--- src/rtl/rf_seq_pkg.sv ---
// rtl/rf_seq_pkg.sv - shared types and widths for the register-file op sequencer
package rf_seq_pkg;

    localparam int FIFO_DEPTH = 2;
    localparam int REG_AW     = 5;
    localparam int FUNCT_W    = 4;
    localparam int DATA_W     = 32;
    localparam int CNT_W      = 16;

    typedef enum logic [1:0] {
        IDLE,
        ISSUE,
        WB
    } seq_state_t;

    typedef struct packed {
        logic [REG_AW-1:0]  rs1;
        logic [REG_AW-1:0]  rs2;
        logic [REG_AW-1:0]  rd;
        logic [REG_AW-1:0]  shamt;
        logic [FUNCT_W-1:0] funct;
        logic               wen;
    } seq_cmd_t;

endpackage

--- src/rtl/rf_seq_fifo.sv ---
// rtl/rf_seq_fifo.sv - two-entry command queue with push/pop/count
module rf_seq_fifo
    import rf_seq_pkg::*;
(
    input  logic     clk,
    input  logic     rst,
    input  logic     push,
    input  seq_cmd_t push_data,
    input  logic     pop,
    output seq_cmd_t pop_data,
    output logic [1:0] count
);

    seq_cmd_t mem [FIFO_DEPTH];
    logic     wr_ptr;
    logic     rd_ptr;

    assign pop_data = mem[rd_ptr];

    // Payload storage carries no reset; occupancy is tracked by count alone.
    always_ff @(posedge clk) begin
        if (push) begin
            mem[wr_ptr] <= push_data;
        end
    end

    always_ff @(posedge clk or negedge rst) begin
        if (!rst) begin
            wr_ptr <= 1'b0;
            rd_ptr <= 1'b0;
            count  <= 2'd0;
        end else begin
            if (push) begin
                wr_ptr <= ~wr_ptr;
            end
            if (pop) begin
                rd_ptr <= ~rd_ptr;
            end
            case ({push, pop})
                2'b10:   count <= count + 2'd1;
                2'b01:   count <= count - 2'd1;
                default: count <= count;
            endcase
        end
    end

endmodule

--- src/rtl/rf_op_sequencer.sv ---
// rtl/rf_op_sequencer.sv - sequences queued ALU ops through RF read/write-back; RF_SEQ_R0_GUARD_EN blocks writes to r0
module rf_op_sequencer
    import rf_seq_pkg::*;
(
    input  logic                clk,
    input  logic                rst,
    input  logic                cmd_valid,
    output logic                cmd_ready,
    input  logic [REG_AW-1:0]   cmd_rs1,
    input  logic [REG_AW-1:0]   cmd_rs2,
    input  logic [REG_AW-1:0]   cmd_rd,
    input  logic [REG_AW-1:0]   cmd_shamt,
    input  logic [FUNCT_W-1:0]  cmd_funct,
    input  logic                cmd_wen,
    output logic [REG_AW-1:0]   rd_addr1,
    output logic [REG_AW-1:0]   rd_addr2,
    output logic [REG_AW-1:0]   wr_addr,
    output logic [REG_AW-1:0]   shamt,
    output logic [FUNCT_W-1:0]  funct,
    output logic                RegWrite,
    input  logic [DATA_W-1:0]   wr_data,
    output logic                done_valid,
    output logic [REG_AW-1:0]   done_rd,
    output logic [DATA_W-1:0]   done_result,
    output logic [CNT_W-1:0]    op_count
);

    seq_state_t state;
    seq_cmd_t   cmd_in;
    seq_cmd_t   head;
    logic [1:0] fifo_count;
    logic       push;
    logic       pop;
    logic       cur_wen;
    logic       wb_en;

    assign cmd_in = '{rs1: cmd_rs1, rs2: cmd_rs2, rd: cmd_rd,
                      shamt: cmd_shamt, funct: cmd_funct, wen: cmd_wen};

    assign cmd_ready = (fifo_count < 2'(FIFO_DEPTH));
    assign push      = cmd_valid && cmd_ready;
    assign pop       = (fifo_count != 2'd0) && ((state == IDLE) || (state == WB));

    rf_seq_fifo u_fifo (
        .clk       (clk),
        .rst       (rst),
        .push      (push),
        .push_data (cmd_in),
        .pop       (pop),
        .pop_data  (head),
        .count     (fifo_count)
    );

`ifdef RF_SEQ_R0_GUARD_EN
    assign wb_en = cur_wen && (wr_addr != '0);
`else
    assign wb_en = cur_wen;
`endif

    always_ff @(posedge clk or negedge rst) begin
        if (!rst) begin
            state       <= IDLE;
            cur_wen     <= 1'b0;
            rd_addr1    <= '0;
            rd_addr2    <= '0;
            wr_addr     <= '0;
            shamt       <= '0;
            funct       <= '0;
            RegWrite    <= 1'b0;
            done_valid  <= 1'b0;
            done_rd     <= '0;
            done_result <= '0;
            op_count    <= '0;
        end else begin
            done_valid <= 1'b0;
            // The datapath drives are loaded only on pop, so they hold while idle.
            if (pop) begin
                cur_wen  <= head.wen;
                rd_addr1 <= head.rs1;
                rd_addr2 <= head.rs2;
                wr_addr  <= head.rd;
                shamt    <= head.shamt;
                funct    <= head.funct;
            end
            case (state)
                IDLE: begin
                    RegWrite <= 1'b0;
                    if (pop) begin
                        state <= ISSUE;
                    end
                end
                ISSUE: begin
                    RegWrite <= wb_en;
                    state    <= WB;
                end
                WB: begin
                    RegWrite    <= 1'b0;
                    done_valid  <= 1'b1;
                    done_rd     <= wr_addr;
                    done_result <= wr_data;
                    op_count    <= op_count + 1'b1;
                    state       <= pop ? ISSUE : IDLE;
                end
                default: begin
                    RegWrite <= 1'b0;
                    state    <= IDLE;
                end
            endcase
        end
    end

endmodule
--- config.mk ---
export PLATFORM = sky130hd
export DESIGN_NAME = rf_op_sequencer
export DESIGN_NICKNAME = d
export VERILOG_FILES = /design/src/rtl/rf_seq_pkg.sv /design/src/rtl/rf_seq_fifo.sv /design/src/rtl/rf_op_sequencer.sv
export SDC_FILE = /design/constraint.sdc
export NUM_CORES = 1
export LEC_CHECK = 0
export CELL_PAD_IN_SITES_DETAIL_PLACEMENT = 0
export CELL_PAD_IN_SITES_GLOBAL_PLACEMENT = 2
export CORE_UTILIZATION = 29
export CTS_BUF_LIST = sky130_fd_sc_hd__clkbuf_8
export DETAILED_ROUTE_END_ITERATION = 10
export PLACE_DENSITY = 0.77
export SKIP_LAST_GASP = 1
export SLEW_MARGIN = 20
export SYNTH_ARGS = -nofsm -noshare
export SYNTH_HDL_FRONTEND = slang
export SYNTH_HIERARCHICAL = 1
export SYNTH_SLANG_ARGS = --single-unit
--- constraint.sdc ---
create_clock -name clk -period 2 [get_ports clk]
set_input_delay 0.4 -clock clk [delete_from_list [all_inputs] [get_ports clk]]
set_output_delay 0.4 -clock clk [all_outputs]
set_load 0.01 [all_outputs]
==> results.toml <==
[floorplan]
start_util_pct = 30.1
num_io_pins = 140
coreArea_sq_um = 17500
dieArea_sq_um = 18700
die_h_microns = 137
dieWidth_microns = 137
row_count = 48

[cts]
clkTransAtPathRegs_ns = 0.08
cts_sinks = 136
htree_levels = 4
cts_buffer_depth = 2
cts_tree = "built"
clk_latency_ns = 0.43
cts_buffers = 17
post_cts_buffers = 0
cts_root_buffer = "clkbuf_8"

[route]
initialDrtViolationCount = 157
ant_nets = 0
first_pass_iters = 4
vias_per_cell = 4.23
wl_microns = 11600
drc_errors = 0
vias = 3476
wire_per_inst_microns = 14.1

[sta]
fmax_mhz = 536
fin_setup_tns_ns = 0
slew-limit-headroom_pct = 69.6
tightest_slew_ns = 0.456
fin_crit_sh_pct = 93.3
drv_slew = 0
skew_ns = 0.00942
rsz0062_at_grt = "no"
holdWs_ns = 0.363
setup_violations = 0
min_period_ns = 1.87
hold_viol_final = 0

[synthesis]
yosys.area.top_type = "dfrtp_1"
synth_edf_count = 50
async_flop_share_pct = 63.2
ys_seq_elements = 136
synth_common_cells = "nand2_1 (200), dfrtp_1 (86), edfxtp_1 (50)"
synth.distinct_cells = 29
synth_most_common_cell = "nand2_1"
ys_warn_count = 6
netlist_area_sq_um = 5280
ys_seq_area_share_pct = 69.2
yosysTopAreaCellShare_pct = 40.8
syn-num-nets = 491
avgSynthCellArea_sq_um = 12.3
yosys-top-cells-area = "dfrtp_1 (41%), edfxtp_1 (28%), nand2_1 (14%), mux2_4 (5.4%), xnor2_1 (2.8%)"
synth_cells = 429
synth_ff_type = "dfrtp_1"

[power_and_ir_drop]
total_power_w = 0.0110
power_density_nw_per_um2 = 1490
ir_drop_uv = 565
p_leak_nw = 3.23

[placed_design]
io_buffer_count = 139
dpl.hpwl_microns = 7950
gp_congestion = 0.733

[worst_setup_path]
path_cells = "clkdlybuf4s50_1"
path_max_fanout = 5
required_ns = 1.60
end_kind = "primary output"
crit_path_max_incr_delay_ns = 0.59
path_buf_inv = 1
critical-path-top-delay-family = "buffers and inverters"
cp-start-kind = "flip-flop"
path_class = "flip-flop to primary output"
cp.arrival_ns = 1.47
slowest_stage = "clkdlybuf4s50_1"

[flow_run]
cap_violations = 0

[global_route]
grt_overflow = 0
grt_pass1_vias = 3577
antenna_found_initial = 1
grt_usage_pct = 13.0
grt_first_pass_wirelength_microns = 18300
grt_start_max_net_pins = 37

[final_layout]
finalNetCount = 645
areaGrowthSynthToFinish_pct = 40.1
regArea_sq_um = 3650
multiInputGateArea_sq_um = 1490
fill_cells = 1616
drive_gt1_share_pct = 12.9
utilization_pct = 42.2

[run_status]
status = "finished, final reports clean"

[worst_hold_path]
worstHoldPathType = "primary input to asynchronous set/reset pin"
[stage by stage]
stage | area [sq um] | setup slack [ns] | cells
after floorplan | 5280 | 0.259 | 429
after global placement | 6960 | 0.122 | 788
after detailed placement | 6960 | 0.115 | 788
after CTS | 7390 | 0.0484 | 821
after global routing | 7390 | 0.0521 | 821
final | 7390 | 0.134 | 822
[cell usage in the layout (no fill, tap or decap), types with 7 or more instances in the layout]
| master | count |
|---|---|
| nand2_1 | 200 |
| clkdlybuf4s50_1 | 138 |
| dfrtp_1 | 85 |
| edfxtp_1 | 50 |
| mux2_4 | 19 |
| clkbuf_8 | 18 |
| xnor2_1 | 17 |
| buf_4 | 9 |
| inv_1 | 7 |
[cell families after synthesis]
group         synth area share [%]
fa+ha+maj                    0.474
buf+inv                       2.56
flops                         69.2
simple gates                  17.8
xor+xnor                      3.32
mux                           6.68
[where the power goes]
| group | total [W] | leakage (nW) | internal, W | switching, W |
|---|---|---|---|---|
| Clock | 0.00238 | 0.209 | 0.00128 | 0.00110 |
| Sequential | 0.00441 | 1.54 | 0.00387 | 0.000542 |
| Combinational | 0.00422 | 1.49 | 0.00218 | 0.00203 |
[timing repair]
item	4_1_cts	5_1_grt
hold buffers	1	0
resized for setup	0	1
setup endpoints to repair	0	1
endpoints found under the hold margin	14	0
[path summary, 6_finish.rpt]
check,slack [ns],cells past startpoint,to,from
max in group asynchronous,1.02,3,done_result[4],rst
min in group clk,0.48,2,done_result[6],done_result[6]
hold / removal,0.36,2,shamt[0],rst
setup / recovery,0.13,1,op_count[2],op_count[2]
hold reg to reg,0.48,2,done_result[6],done_result[6]
setup reg to reg,0.47,4,op_count[15],state[0]
[metal layers]
metal  vias to the layer above  part of all wire [%]  global-route usage, %
li1                       1695                     -                      -
met1                      1647                    45                   16.3
met2                       120                    46                   20.8
met3                        14                   8.0                   4.67
met4                         0                   1.3                   4.76
met5                         -                     0                      0
[flip-flops by register name (all words and copies together), names as in the netlist, 2 cells and up]
signal,count
wr_addr,5
op_count,16
shamt,5
funct,4
rd_addr1,5
done_result,32
u_fifo/count,2
rd_addr2,5
done_rd,5
state,2
u_fifo/mem,50
[final cells by class]
class | count | area share, %
Antenna cell | 1 | 0.0338
Clock buffer | 18 | 3.35
Clock inverter | 14 | 2.34
Inverter | 6 | 0.305
Multi-Input combinational cell | 271 | 20.2
Sequential cell | 136 | 49.4
Tap cell | 225 | 3.81
Timing Repair Buffer | 151 | 20.5
(Power assumes the default switching activity.)
